## src/rtl/mem_port_arbiter_if.sv

```systemverilog
// rtl/mem_port_arbiter_if.sv - requester and memory-side signal bundle for the port arbiter
interface mem_port_arbiter_if;
  // requester side
  logic        if_req;
  logic        dm_req;
  logic        dm_we;
  logic [3:0]  dm_be;
  logic [31:0] dm_wdata;
  logic        if_ack;
  logic        dm_ack;
  logic [31:0] rdata;
  // memory side
  logic        mem_ready;
  logic [31:0] mem_rdata;
  logic        addr_sel;
  logic        mem_req;
  logic        mem_we;
  logic [3:0]  mem_be;
  logic [31:0] mem_wdata;

  // arbiter view: owns the memory port and the completion strobes
  modport master (
    input  if_req, dm_req, dm_we, dm_be, dm_wdata, mem_ready, mem_rdata,
    output addr_sel, mem_req, mem_we, mem_be, mem_wdata, if_ack, dm_ack, rdata
  );

  // environment view: requesters plus the memory model
  modport slave (
    output if_req, dm_req, dm_we, dm_be, dm_wdata, mem_ready, mem_rdata,
    input  addr_sel, mem_req, mem_we, mem_be, mem_wdata, if_ack, dm_ack, rdata
  );
endinterface

```

## src/rtl/mem_port_arbiter.sv

```systemverilog
// rtl/mem_port_arbiter.sv - fetch/data arbiter for a single memory port with starvation guard
module mem_port_arbiter #(
  parameter int STARVE_LIM = 3,
  parameter int CNT_W      = 16
) (
  input  logic                clk,
  input  logic                rst_n,
  mem_port_arbiter_if.master  bus,
  output logic [CNT_W-1:0]    if_grant_cnt,
  output logic [CNT_W-1:0]    dm_grant_cnt
);

  // starve counter must be able to hold STARVE_LIM itself
  localparam int SW = (STARVE_LIM > 0) ? $clog2(STARVE_LIM + 1) : 1;
  localparam logic [SW-1:0]    LIM     = SW'(STARVE_LIM);
  localparam logic [CNT_W-1:0] CNT_MAX = '1;

  typedef enum logic [1:0] {
    IDLE    = 2'd0,
    IF_BUSY = 2'd1,
    DM_BUSY = 2'd2
  } state_t;

  state_t        state;
  state_t        state_nxt;
  logic          if_grant;
  logic          dm_grant;
  logic [SW-1:0] starve_cnt;

  // next-state decision and memory-port muxing, all derived from the owner state
  always_comb begin
    state_nxt     = state;
    if_grant      = 1'b0;
    dm_grant      = 1'b0;
    bus.addr_sel  = 1'b0;
    bus.mem_req   = 1'b0;
    bus.mem_we    = 1'b0;
    bus.mem_be    = 4'b0000;
    bus.mem_wdata = 32'd0;
    bus.if_ack    = 1'b0;
    bus.dm_ack    = 1'b0;
    bus.rdata     = 32'd0;
    case (state)
      IDLE: begin
        // data wins unless fetch has already waited through LIM data grants
        if (bus.dm_req && (!bus.if_req || (starve_cnt < LIM))) begin
          dm_grant  = 1'b1;
          state_nxt = DM_BUSY;
        end else if (bus.if_req) begin
          if_grant  = 1'b1;
          state_nxt = IF_BUSY;
        end
      end
      IF_BUSY: begin
        bus.mem_req = 1'b1;
        if (bus.mem_ready) begin
          bus.if_ack = 1'b1;
          bus.rdata  = bus.mem_rdata;
          state_nxt  = IDLE;
        end
      end
      DM_BUSY: begin
        bus.mem_req   = 1'b1;
        bus.addr_sel  = 1'b1;
        bus.mem_we    = bus.dm_we;
        bus.mem_be    = bus.dm_be;
        bus.mem_wdata = bus.dm_wdata;
        if (bus.mem_ready) begin
          bus.dm_ack = 1'b1;
          bus.rdata  = bus.mem_rdata;
          state_nxt  = IDLE;
        end
      end
      default: state_nxt = IDLE;
    endcase
  end

  // owner state, starvation tracking and saturating grant counters
  always_ff @(posedge clk) begin
    if (!rst_n) begin
      state        <= IDLE;
      starve_cnt   <= '0;
      if_grant_cnt <= '0;
      dm_grant_cnt <= '0;
    end else begin
      state <= state_nxt;
      if (if_grant) begin
        starve_cnt <= '0;
      end else if (dm_grant) begin
        // a data grant with fetch waiting only happens while below LIM
        starve_cnt <= bus.if_req ? starve_cnt + 1'b1 : '0;
      end
      if (if_grant && (if_grant_cnt != CNT_MAX)) begin
        if_grant_cnt <= if_grant_cnt + 1'b1;
      end
      if (dm_grant && (dm_grant_cnt != CNT_MAX)) begin
        dm_grant_cnt <= dm_grant_cnt + 1'b1;
      end
    end
  end

endmodule

```

## src/flat_wrapper.sv

```systemverilog
// flat-port wrapper written by rule: the top's interface ports become plain ports
module mem_port_arbiter_flat 
#(
  parameter int STARVE_LIM = 3,
  parameter int CNT_W      = 16
)
  (clk, rst_n, if_grant_cnt, dm_grant_cnt, bus_if_req, bus_dm_req, bus_dm_we, bus_dm_be, bus_dm_wdata, bus_mem_ready, bus_mem_rdata, bus_addr_sel, bus_mem_req, bus_mem_we, bus_mem_be, bus_mem_wdata, bus_if_ack, bus_dm_ack, bus_rdata);
  mem_port_arbiter_if bus_i ();
  input  logic clk;
  input  logic rst_n;
  output logic [CNT_W-1:0] if_grant_cnt;
  output logic [CNT_W-1:0] dm_grant_cnt;
  input wire logic [$bits(bus_i.if_req)-1:0] bus_if_req;
  input wire logic [$bits(bus_i.dm_req)-1:0] bus_dm_req;
  input wire logic [$bits(bus_i.dm_we)-1:0] bus_dm_we;
  input wire logic [$bits(bus_i.dm_be)-1:0] bus_dm_be;
  input wire logic [$bits(bus_i.dm_wdata)-1:0] bus_dm_wdata;
  input wire logic [$bits(bus_i.mem_ready)-1:0] bus_mem_ready;
  input wire logic [$bits(bus_i.mem_rdata)-1:0] bus_mem_rdata;
  output wire logic [$bits(bus_i.addr_sel)-1:0] bus_addr_sel;
  output wire logic [$bits(bus_i.mem_req)-1:0] bus_mem_req;
  output wire logic [$bits(bus_i.mem_we)-1:0] bus_mem_we;
  output wire logic [$bits(bus_i.mem_be)-1:0] bus_mem_be;
  output wire logic [$bits(bus_i.mem_wdata)-1:0] bus_mem_wdata;
  output wire logic [$bits(bus_i.if_ack)-1:0] bus_if_ack;
  output wire logic [$bits(bus_i.dm_ack)-1:0] bus_dm_ack;
  output wire logic [$bits(bus_i.rdata)-1:0] bus_rdata;
  assign bus_i.if_req = bus_if_req;
  assign bus_i.dm_req = bus_dm_req;
  assign bus_i.dm_we = bus_dm_we;
  assign bus_i.dm_be = bus_dm_be;
  assign bus_i.dm_wdata = bus_dm_wdata;
  assign bus_i.mem_ready = bus_mem_ready;
  assign bus_i.mem_rdata = bus_mem_rdata;
  assign bus_addr_sel = bus_i.addr_sel;
  assign bus_mem_req = bus_i.mem_req;
  assign bus_mem_we = bus_i.mem_we;
  assign bus_mem_be = bus_i.mem_be;
  assign bus_mem_wdata = bus_i.mem_wdata;
  assign bus_if_ack = bus_i.if_ack;
  assign bus_dm_ack = bus_i.dm_ack;
  assign bus_rdata = bus_i.rdata;
  mem_port_arbiter #(.STARVE_LIM(STARVE_LIM), .CNT_W(CNT_W)) u_core (.clk(clk), .rst_n(rst_n), .bus(bus_i), .if_grant_cnt(if_grant_cnt), .dm_grant_cnt(dm_grant_cnt));
endmodule
```

## config.mk

```make
export PLATFORM = sky130hd
export DESIGN_NAME = mem_port_arbiter_flat
export DESIGN_NICKNAME = d
export VERILOG_FILES = /design/src/rtl/mem_port_arbiter_if.sv /design/src/rtl/mem_port_arbiter.sv /design/src/flat_wrapper.sv
export SDC_FILE = /design/constraint.sdc
export NUM_CORES = 1
export LEC_CHECK = 0
export ABC_AREA = 1
export CORE_MARGIN = 3
export CORE_UTILIZATION = 37
export CTS_BUF_LIST = sky130_fd_sc_hd__clkbuf_4
export CTS_CLUSTER_SIZE = 12
export DETAILED_ROUTE_END_ITERATION = 10
export PLACE_DENSITY_LB_ADDON = 0.05
export SYNTH_ARGS = -nofsm -noshare
export SYNTH_HDL_FRONTEND = slang
export SYNTH_SLANG_ARGS = --single-unit
```

## constraint.sdc

```tcl
create_clock -name clk -period 1.81 [get_ports clk]
set_clock_uncertainty 0.15 [all_clocks]
set_input_delay 0.362 -clock clk [delete_from_list [all_inputs] [get_ports clk]]
set_output_delay 0.362 -clock clk [all_outputs]
set_load 0.01 [all_outputs]
```

Word level (Yosys, flattened, before mapping)
Cells that the tools add are included.
{"block": "word_totals", "output_inout_bits": 105, "word_cells": 44, "inputBits": 74, "register_bits": 36}
{"block": "op_classes", "reduce_logical": 9, "n_bitwise": 1, "n_addsub": 3, "n_eq_ne": 6, "n_mux": 20, "order_cmp": 1}
{"cell": "$mux W32", "count": 3}
{"cell": "$add A16 B1 Y16 const B", "count": 2}
{"cell": "$ne A16 B16 Y1 const B", "count": 2}
{"cell": "$mux W1", "count": 11}
{"cell": "$mux W2", "count": 4}
{"cell": "$mux W4", "count": 1}
{"cell": "$pmux W2 S2", "count": 1}
{"cell": "$reduce_or A2 Y1", "count": 2}
{"cell": "$logic_and A1 B1 Y1", "count": 3}
{"cell": "$ne A3 B2 Y1 const B", "count": 1}
{"cell": "$add A2 B1 Y2 const B", "count": 1}
{"cell": "$eq A2 B1 Y1 const B", "count": 1}
{"cell": "$eq A2 B2 Y1 const B", "count": 1}
{"cell": "$logic_not A2 Y1", "count": 1}
{"cell": "$lt A2 B2 Y1 const B", "count": 1}
{"cell": "$ne A2 B1 Y1 const B", "count": 1}
{"cell": "$reduce_and A2 Y1", "count": 1}
{"cell": "$logic_not A1 Y1", "count": 1}
{"cell": "$logic_or A1 B1 Y1", "count": 1}
{"cell": "$not A1 Y1", "count": 1}

Logic depth before layout (Yosys ltp)
Gate-level depths: netlist (run 1).
{"block": "logic_depth", "depth_word": 6, "ltp_mapped": 10, "depth_no_buf": 10}

Least setup slack after synthesis (run 1)
OpenSTA, ideal clock, no wires.
{"block": "synth_path", "path_type": "reg2out", "start": "register u_core.state[0]", "end": "output bus_mem_wdata[21]", "n_path_buf": 2, "path_stages_with_launch": 7, "t_arrival_ps": 1322, "t_required_ps": 1298, "slack_ps": -24, "cell_sequence": "dfxtp_1 -> inv_1 -> ha_1 -> clkbuf_1 -> buf_1 -> nand2_1 -> inv_1"}
{"block": "synth_between", "elab_chain_cells": 2}
{"item": "start, declared", "line_no": "mem_port_arbiter.sv:24", "source": "state_t state;"}
{"item": "start signal, assigned", "line_no": "mem_port_arbiter.sv:86", "source": "state <= state_nxt;"}
{"item": "$eq A2 B2 Y1", "line_no": "mem_port_arbiter.sv:43", "source": "case (state)"}
{"item": "$mux W32", "line_no": "mem_port_arbiter.sv:43"}
{"item": "end, declared", "line_no": "flat_wrapper.sv:24", "source": "output wire logic [$bits(bus_i.mem_wdata)-1:0] bus_mem_wdata;"}
No other way between the ends.

Worst setup path after layout (run 1)
{"block": "layout_path", "start": "register u_core.state[0]", "end": "output bus_rdata[9]"}
{"block": "layout_between", "elab_chain_cells": 3, "elab_cells_between_ends": 4, "cone_classes": "2 x eq/ne; 1 x mux; 1 x reduce/logical"}
{"item": "$eq A2 B1 Y1 or $eq A2 B2 Y1 (tied branches)", "line_no": "mem_port_arbiter.sv:43"}
{"item": "$reduce_or A2 Y1 (no line) (*)"}
{"item": "$mux W32 (*)"}
{"item": "end, declared", "line_no": "flat_wrapper.sv:27", "source": "output wire logic [$bits(bus_i.rdata)-1:0] bus_rdata;"}
Every way passes the cells marked *; elsewhere a longest branch is shown, timed or not.

==> reports/qor.yml, run 1 <==
status:
  status: "finished, violations left"
  failed_checks: "setup timing"
cts:
  clock-sinks: 36
  htreeDepth: 2
  cts_tree: "built"
  insertion_delay_ps: 360
  cts_buffers: 5
  clk_pin_slew_ps: 130
  cts.path.max_buffers: 2
  cts-root-buf: "clkbuf_4"
  postCtsHoldBufs: 0
die:
  start_util: 0.396
  core_um2: 6570
  die_h_um: 89.8
  core.rowCount: 29
  ios: 179
  fp.dieArea_um2: 8060
  die_x_um: 89.8
yosys:
  avgSynthCellArea_um2: 5.48
  synth.cell_area_um2: 2600
  synthAdderAreaFrac: 0.0289
  synth.most_common_cell: "nand2_1"
  synth_top_family_by_area: "simple AND/OR/NAND/NOR gates"
  synth.mux.area_fraction: 0
  yosys.area.top_type: "dfxtp_1"
  ys_top_cells_by_area: "dfxtp_1, nand2_1, nor2_1, inv_1, nand3_1"
  yosysTopAreaCellShare: 0.277
  yosysSeqAreaShare: 0.277
  synth_warnings: 0
  ys.flop_type: "dfxtp_1"
  synthSimpleGateAreaFrac: 0.454
  synth_compound_area_frac: 0.0698
  netlist_top_cells_count: "nand2_1, nor2_1, inv_1, dfxtp_1, nand3_1"
  synthArstFlopShare: 0
  synth_xor_area_frac: 0.00337
  synth_cells: 474
  syn-num-nets: 554
  ys_seq_elements: 36
  synth.distinct_cells: 27
  synth-edff-count: 0
final_layout:
  n_fill_cell: 430
  fin_nets: 762
  multi_input_area_um2: 1800
  fin_cells: 776
  seq_area_um2: 771
  area_delta_synth_final_pct: 106
  layout-drive-gt1-share: 0.347
  antenna-diode-count: 0
  post-route-util: 0.817
  final_cell_area_um2: 5360
setup_path:
  critPathMaxFanout: 8
  worstSetupEndpointType: "output port"
  slowest_delay_ps: 350
  crit_type: "reg -> out"
  ff2ff_setup_slack_ps: 130
  worstSetupStartpointType: "register"
  slowest_stage: "dfxtp_2"
  path_cells: "inv_2 -> ha_4 -> nand2_8 -> clkbuf_16 -> nor2_2 -> buf_2"
  worst_path_dominant_cell_family: "buffers and inverters"
  cp.arrival_ps: 1580
  path_buf_inv: 3
  required_ps: 1300
power_and_ir_drop:
  p_leak_nw: 3.04
  power_mw: 2.37
  ir_drop_uv: 452
  p_per_area_nw_per_um2: 441
placement:
  io_buffers: 178
  placed_area_um2: 4600
  pre_cts_ws_ps: -453
  dp_cells: 751
  hpwl_mm: 7.54
  place_congestion: 0.879
timing:
  fmax_ghz: 0.479
  drv_slew: 0
  rsz0062_at_grt: "yes"
  hold_viol_final: 0
  timing.final.crit_share: 1.15
  relSlewSlack: 0.833
  tightest_slew_ps: 249
  min_period_ps: 2090
  finalSetupViolCount: 71
  setup_ws_ps: -279
run:
  cap_viol_max_count: 0
global_route:
  grt_pass1_wl_mm: 16.1
  grt_overflow: 0
  grt_max_degree: 21
  grt_pass1_vias: 3389
  grt_use_total: 0.239
  antenna_found_initial: 0
drt:
  viasPerCell: 4.70
  wl_per_cell_um: 14.5
  wirelength_mm: 11.3
  dr_total_vias: 3645
  drt_pass1_iterations: 5
  drc: 0
  ant_nets: 0
  drt_iter0_drc: 129
hold_path:
  hp-class: "reg -> reg"
-- cell usage in the layout, fill, tap and decap left out, drive strengths merged --
cell | synthesis | final
nor3 | 3 | 3
or2 | 1 | 1
buf | 8 | 109
clkinv | 1 | 2
clkdlybuf4s50 | 0 | 74
bufinv | 0 | 1
a21oi | 24 | 24
nand2 | 130 | 130
nand3b | 2 | 2
xor2 | 1 | 1
dlygate4sd2 | 0 | 8
inv | 93 | 93
nand3 | 30 | 30
nand4 | 4 | 4
a31oi | 1 | 1
nor3b | 1 | 1
ha | 6 | 6
a211oi | 2 | 2
clkbuf | 7 | 8
nor2 | 116 | 116
dlymetal6s2s | 0 | 23
dfxtp | 36 | 36
o21ai | 8 | 8
-- routing by layer --
layer  wire length (um)  track usage
met4                374       0.0868
met5                  0            0
met3                728       0.0634
met1               4210        0.264
met2               5960        0.439
-- final cells by class --
class / count / share of cell area
multi-input combinational: 329 / 0.336
clock inverter: 2 / 0.00653
clock buffer: 6 / 0.00840
inverter: 94 / 0.0660
timing repair buffer: 216 / 0.418
tap: 93 / 0.0217
sequential: 36 / 0.144
-- worst register-to-register path: stages, from the launching register on --
cell     delay (ps)
dfxtp_1         350
ha_1            210
nand2_2          70
nand3_1         180
buf_4           220
nor2_1          200
nand2_1          90
nand2_1          70
nor2_1           40
-- state kept, by name (all words and copies together) (netlist names) --
signal and cells:
u_core.if_grant_cnt 16, u_core.dm_grant_cnt 16, u_core.state 2, u_core.starve_cnt 2
-- kinds of logic after synthesis --
family | count (synthesis)
AO/OA/AOI/OAI | 35
buffers and inverters | 109
AND/OR/NAND/NOR | 287
XOR/XNOR | 1
flip-flops | 36
adder cells (fa/ha/maj) | 6
-- power breakdown --
group / leakage (nW) / internal (mW) / switching, mW
Clock: 0.0456 / 0.305 / 0.289
Combinational: 2.69 / 0.515 / 0.434
Sequential: 0.308 / 0.805 / 0.0171
Total: 3.04 / 1.63 / 0.740
-- through the flow --
step | setup TNS [ps] | hold WS, ps
floorplan | 0 | 301
global placement | -24280 | 312
detailed placement | -28020 | 318
CTS | -14620 | 336
global route | -19300 | 352
finish | -16150 | 342
-- path summary, 6_finish.rpt --
kind                             start                      to  cells past startpoint
setup / recovery       u_core.state[0]            bus_rdata[9]                      6
hold / removal    u_core.starve_cnt[1]    u_core.starve_cnt[1]                      2
setup reg to reg  u_core.starve_cnt[0]  u_core.dm_grant_cnt[2]                      8
hold reg to reg   u_core.starve_cnt[1]    u_core.starve_cnt[1]                      2
-- what timing repair did --
action	in CTS	in global routing
gates cloned	5	2
pin swaps	1	4
endpoints found under the setup margin	105	103
setup buffers	4	11
gates resized for setup	406	129
No activity file was read; power rests on OpenSTA's default activity.
==> run 2: changes to the inputs <==
Settings changed: CORE_MARGIN 3 to 5.
==> reports/qor.yml, run 2 (same netlist as run 1, synthesis figures left out) <==
placement:
  place_congestion: 0.917  # was 0.879
  io_buffers: 178  # unchanged
  hpwl_mm: 8.10  # was 7.54 mm
setup_path:
  path_cells: "inv_2 -> ha_4 -> nand2_8 -> buf_16 -> nor2_1 -> buf_2"  # was inv_2 -> ha_4 -> nand2_8 -> clkbuf_16 -> nor2_2 -> buf_2
  slowest_stage: "dfxtp_2"  # unchanged
  worstSetupStartpointType: "register"  # unchanged
  critPathMaxFanout: 8  # unchanged
  startpoint: "u_core.state[0]"  # unchanged
  timing.rr.start: "u_core.starve_cnt[0]"  # unchanged
  cp.arrival_ps: 1560  # was 1580 ps
  worstSetupEndpointType: "output port"  # unchanged
  crit_type: "reg -> out"  # unchanged
  required_ps: 1300  # about the same
  slowest_delay_ps: 360  # was 350 ps
cts:
  postCtsHoldBufs: 0  # unchanged
  clock-sinks: 36  # unchanged
  clk_pin_slew_ps: 120  # was 130 ps
  cts.path.max_buffers: 2  # unchanged
  cts_tree: "built"  # unchanged
  cts-root-buf: "clkbuf_4"  # unchanged
  cts_buffers: 5  # unchanged
  htreeDepth: 2  # unchanged
  insertion_delay_ps: 350  # was 360 ps
global_route:
  grt_pass1_wl_mm: 17.0  # was 16.1 mm
  grt_overflow: 0  # unchanged
  grt_use_total: 0.241  # was 0.239
  antenna_found_initial: 0  # unchanged
  grt_pass1_vias: 3528  # was 3389
  grt_max_degree: 21  # unchanged
timing:
  finalSetupViolCount: 72  # was 71
  rsz0062_at_grt: "yes"  # unchanged
  relSlewSlack: 0.786  # was 0.833
  drv_slew: 0  # unchanged
  min_period_ps: 2080  # was 2090 ps
  fmax_ghz: 0.482  # was 0.479 GHz
  hold_viol_final: 0  # unchanged
  tightest_slew_ps: 320  # was 249 ps
  setup_ws_ps: -266  # was -279 ps
  timing.final.crit_share: 1.15  # about the same
  hold_slack_ps: 338  # was 342 ps
  fin_tns_setup_ps: -14470  # was -16150 ps
drt:
  viasPerCell: 4.79  # was 4.70
  wl_per_cell_um: 15.5  # was 14.5 um
  drt_iter0_drc: 140  # was 129
  ant_nets: 0  # unchanged
  drt_pass1_iterations: 5  # unchanged
  wirelength_mm: 12.0  # was 11.3 mm
  drc: 0  # unchanged
  dr_total_vias: 3700  # was 3645
die:
  die_h_um: 93.8  # was 89.8 um
  fp.dieArea_um2: 8800  # was 8060 um^2
  core_um2: 6830  # was 6570 um^2
  ios: 179  # unchanged
  core.rowCount: 30  # was 29
  die_x_um: 93.8  # was 89.8 um
  start_util: 0.380  # was 0.396
final_layout:
  antenna-diode-count: 0  # unchanged
  layout_common_cells: "nand2_1, nor2_1, clkdlybuf4s50_1"  # was nand2_1, nor2_1, inv_1
  layout-drive-gt1-share: 0.383  # was 0.347
  reg_top3: "u_core.dm_grant_cnt (16), u_core.if_grant_cnt (16)"  # unchanged
  fin_nets: 756  # was 762
  mostFrequentLayoutCell: "nand2_1"  # unchanged
  area_delta_synth_final_pct: 107  # was 106%
power_and_ir_drop:
  power_mw: 2.43  # was 2.37 mW
  p_per_area_nw_per_um2: 452  # was 441 nW/um^2
  ir_drop_uv: 358  # was 452 uV
  p_leak_nw: 2.88  # was 3.04 nW
status:
  failed_checks: "setup timing"  # unchanged
  status: "finished, violations left"  # unchanged
run:
  cap_viol_max_count: 0  # unchanged
hold_path:
  hp-class: "reg -> reg"  # unchanged
  hold_start: "u_core.starve_cnt[1]"  # unchanged
run 2: through the flow:
stage	instance area (um^2)	std cells	util	setup WS [ps]
3_5_place_dp	4620	756	0.676	-474
6_report	5380	773	0.788	-266
5_1_grt	5380	773	0.788	-350
2_1_floorplan	2600	474	-	28.6
3_3_place_gp	4620	756	0.676	-448
4_1_cts	4940	771	0.723	-241
run 2: path summary, 6_finish.rpt:
check / endpoint / slack [ps] / cells past startpoint
min: u_core.starve_cnt[1] / 340 / 2
max: bus_rdata[5] / -270 / 6
max reg2reg: u_core.dm_grant_cnt[12] / 140 / 7
min reg2reg: u_core.starve_cnt[1] / 340 / 2
run 2: area by class of cell:
type,instances,area (um^2)
sequential,36,764
tap,96,120
timing repair buffer,210,2180
clock buffer,6,45.0
clock inverter,2,35.0
inverter,94,354
multi-input combinational,329,1890
fill,481,1450
run 2: metal layers:
metal  vias to the layer above  wire [um]  global-route usage
li1                       1810          -                   -
met1                      1692       4150               0.265
met2                       159       6490               0.446
met3                        39        863              0.0569
met4                         0        501              0.0842
met5                         -          0                   0
run 2: critical path: cells and delay by family (launching register included):
family | cells | cell delay (ps)
adder cells (fa/ha/maj) | 1 | 290
AND/OR/NAND/NOR | 2 | 190
buffers and inverters | 3 | 370
flip-flops | 1 | 360
run 2: power breakdown:
| group | leakage, nW | internal, mW | switching, mW | total, mW |
|---|---|---|---|---|
| clock network | 0.0456 | 0.305 | 0.294 | 0.598 |
| registers | 0.306 | 0.807 | 0.0153 | 0.823 |
| logic | 2.53 | 0.542 | 0.469 | 1.01 |
run 2: timing repair:
action	CTS	global route
cloned	5	0
pin swaps	3	2
endpoints found under the setup margin	105	89
resized for setup	465	124
buffers inserted	2	3
==> run 3: changes to the inputs <==
Settings changed: CORE_ASPECT_RATIO set to 1.25, CORE_UTILIZATION 37 to 33.
Clock period 1.81 ns to 1.9 ns, I/O delays scaled along.
==> reports/qor.yml, run 3 (same netlist as run 1, synthesis figures left out) <==
die:
  core.rowCount: 36  # was 30
  fp.dieArea_um2: 9760  # was 8800 um^2
  die_x_um: 89.4  # was 93.8 um
  die_h_um: 109  # was 93.8 um
  ios: 179  # unchanged
  start_util: 0.335  # was 0.380
  core_um2: 7750  # was 6830 um^2
setup_path:
  crit_type: "reg -> out"  # unchanged
  slowest_stage: "dfxtp_2"  # unchanged
  worstSetupEndpointType: "output port"  # unchanged
  required_ps: 1370  # was 1300 ps
  cp.arrival_ps: 1550  # was 1560 ps
  ff2ff_setup_slack_ps: 200  # was 140 ps
  path_cells: "inv_2 -> ha_4 -> nand2_8 -> clkbuf_16 -> nor2_4 -> buf_6"  # was inv_2 -> ha_4 -> nand2_8 -> buf_16 -> nor2_1 -> buf_2
  slowest_delay_ps: 350  # was 360 ps
  critPathMaxFanout: 8  # unchanged
  path_buf_inv: 3  # unchanged
  worst_path_dominant_cell_family: "buffers and inverters"  # unchanged
  worstSetupStartpointType: "register"  # unchanged
timing:
  timing.final.crit_share: 1.10
  min_period_ps: 2080
  hold_slack_ps: 340  # was 338 ps
  setup_ws_ps: -183  # was -266 ps
  fmax_ghz: 0.480
  relSlewSlack: 0.796  # was 0.786
  rsz0062_at_grt: "yes"  # unchanged
  tightest_slew_ps: 304  # was 320 ps
  finalSetupViolCount: 71  # was 72
  hold_viol_final: 0  # unchanged
  drv_slew: 0  # unchanged
global_route:
  grt_use_met2: 0.398  # was 0.446
  antenna_found_initial: 1  # was 0
  grt_max_degree: 20  # was 21
  grt_use_total: 0.223  # was 0.241
  grt_busiest_layer: "met2"  # unchanged
  met3_usage: 0.0642  # was 0.0569
  grt_pass1_vias: 3555  # was 3528
  grtUsageMet1: 0.251  # was 0.265
  grt_pass1_wl_mm: 17.1  # was 17.0 mm
  grt_overflow: 0  # unchanged
power_and_ir_drop:
  p_leak_nw: 2.68  # was 2.88 nW
  p_sw_uw: 723  # was 778 uW
  p_int_mw: 1.55  # was 1.65 mW
  ir_drop_uv: 317  # was 358 uV
  switching_share: 0.317  # was 0.320
  p_seq_frac: 0.346  # was 0.338
  p_clk_frac: 0.249  # was 0.246
  power_mw: 2.28  # was 2.43 mW
  power_frac_comb: 0.404  # was 0.416
  p_per_area_nw_per_um2: 429  # was 452 nW/um^2
final_layout:
  area_delta_synth_final_pct: 104  # was 107%
  reg_top3: "u_core.dm_grant_cnt (16), u_core.if_grant_cnt (16)"  # unchanged
  mostFrequentLayoutCell: "nand2_1"  # unchanged
  layout-drive-gt1-share: 0.344  # was 0.383
  layout_common_cells: "nand2_1, clkdlybuf4s50_1, nor2_1"  # was nand2_1, nor2_1, clkdlybuf4s50_1
  fin_nets: 757  # was 756
  post-route-util: 0.685  # was 0.788
  fin_cells: 774  # was 773
hold_path:
  hp-class: "reg -> reg"  # unchanged
status:
  status: "finished, violations left"  # unchanged
  failed_checks: "setup timing"  # unchanged
cts:
  cts-root-buf: "clkbuf_4"  # unchanged
  clk_pin_slew_ps: 120  # about the same
  cts.path.max_buffers: 2  # unchanged
  postCtsHoldBufs: 0  # unchanged
  cts_buffers: 5  # unchanged
  cts_tree: "built"  # unchanged
  clock-sinks: 36  # unchanged
  insertion_delay_ps: 360  # was 350 ps
  htreeDepth: 2  # unchanged
drt:
  dr_total_vias: 3597  # was 3700
  drt_iter0_drc: 171  # was 140
  wl_per_cell_um: 14.8  # was 15.5 um
  drt_pass1_iterations: 4  # was 5
  viasPerCell: 4.65  # was 4.79
  wirelength_mm: 11.5  # was 12.0 mm
  drc: 0  # unchanged
  ant_nets: 0  # unchanged
placement:
  place_congestion: 0.927  # was 0.917
  dp_cells: 756  # unchanged
  hpwl_mm: 8.21  # was 8.10 mm
  io_buffers: 178  # unchanged
run:
  cap_viol_max_count: 0  # unchanged
## run 3: cell count changes in the layout (fill, tap and decap cells not counted), sizes merged
cell           previous run  this run
clkdlybuf4s50            72        99
dlygate4sd2              25         1
dlymetal6s2s              8         5
buf                     105       103
bufbuf                    0         1
clkbuf                    6         7
clkinvlp                  0         1
diode                     0         1
## run 3: power groups by stage
stage               sequential (mW)  combinational [mW]  clock [mW]
floorplan                     0.806               0.239           0
global placement              0.803               0.687           0
detailed placement            0.804               0.688           0
CTS                           0.789               0.825       0.582
global route                  0.791               0.985       0.617
finish                        0.788               0.921       0.567
## run 3: final timing paths
path | from | to | cells past startpoint
worst min register to register | u_core.starve_cnt[1] | u_core.starve_cnt[1] | 2
worst min-delay path | u_core.starve_cnt[1] | u_core.starve_cnt[1] | 2
worst max register to register | u_core.if_grant_cnt[1] | u_core.if_grant_cnt[5] | 9
worst max-delay path | u_core.state[0] | bus_rdata[18] | 6
## run 3: final cells by class
cell class | instances | area (um^2)
inverter | 94 | 354
fill | 643 | 2440
clock inverter | 3 | 42.5
tap | 95 | 119
clock buffer | 5 | 37.5
timing repair buffer | 211 | 2170
sequential | 36 | 762
multi-input combinational | 329 | 1810
antenna | 1 | 2.50
## run 3: what timing repair did
item,CTS,global route
cloned,6,2
endpoints found under the hold margin,0,0
setup endpoints to repair,83,102
setup buffers,2,2
resized for setup,405,107
pin swaps,2,2
## run 3: routing by layer
| layer | up-vias | share of wire |
|---|---|---|
| li1 | 1829 | - |
| met1 | 1614 | 0.37 |
| met2 | 128 | 0.55 |
| met3 | 26 | 0.062 |
| met4 | 0 | 0.026 |
| met5 | - | 0 |
## run 3: through the flow
step / cell area [um^2] / setup TNS, ps / setup WS [ps]
2_1_floorplan: 2600 / 0 / 47.7
6_report: 5310 / -8410 / -183
3_3_place_gp: 4630 / -18640 / -389
4_1_cts: 4960 / -9330 / -164
5_1_grt: 5310 / -13370 / -249
3_5_place_dp: 4630 / -20210 / -413
## run 3: worst register-to-register path, delay by kind of cell, from the launching register on
family / cells / cell delay, ps
flops: 1 / 390
buf+inv: 1 / 100
compound gates: 1 / 130
fa+ha+maj: 1 / 190
simple gates: 6 / 680
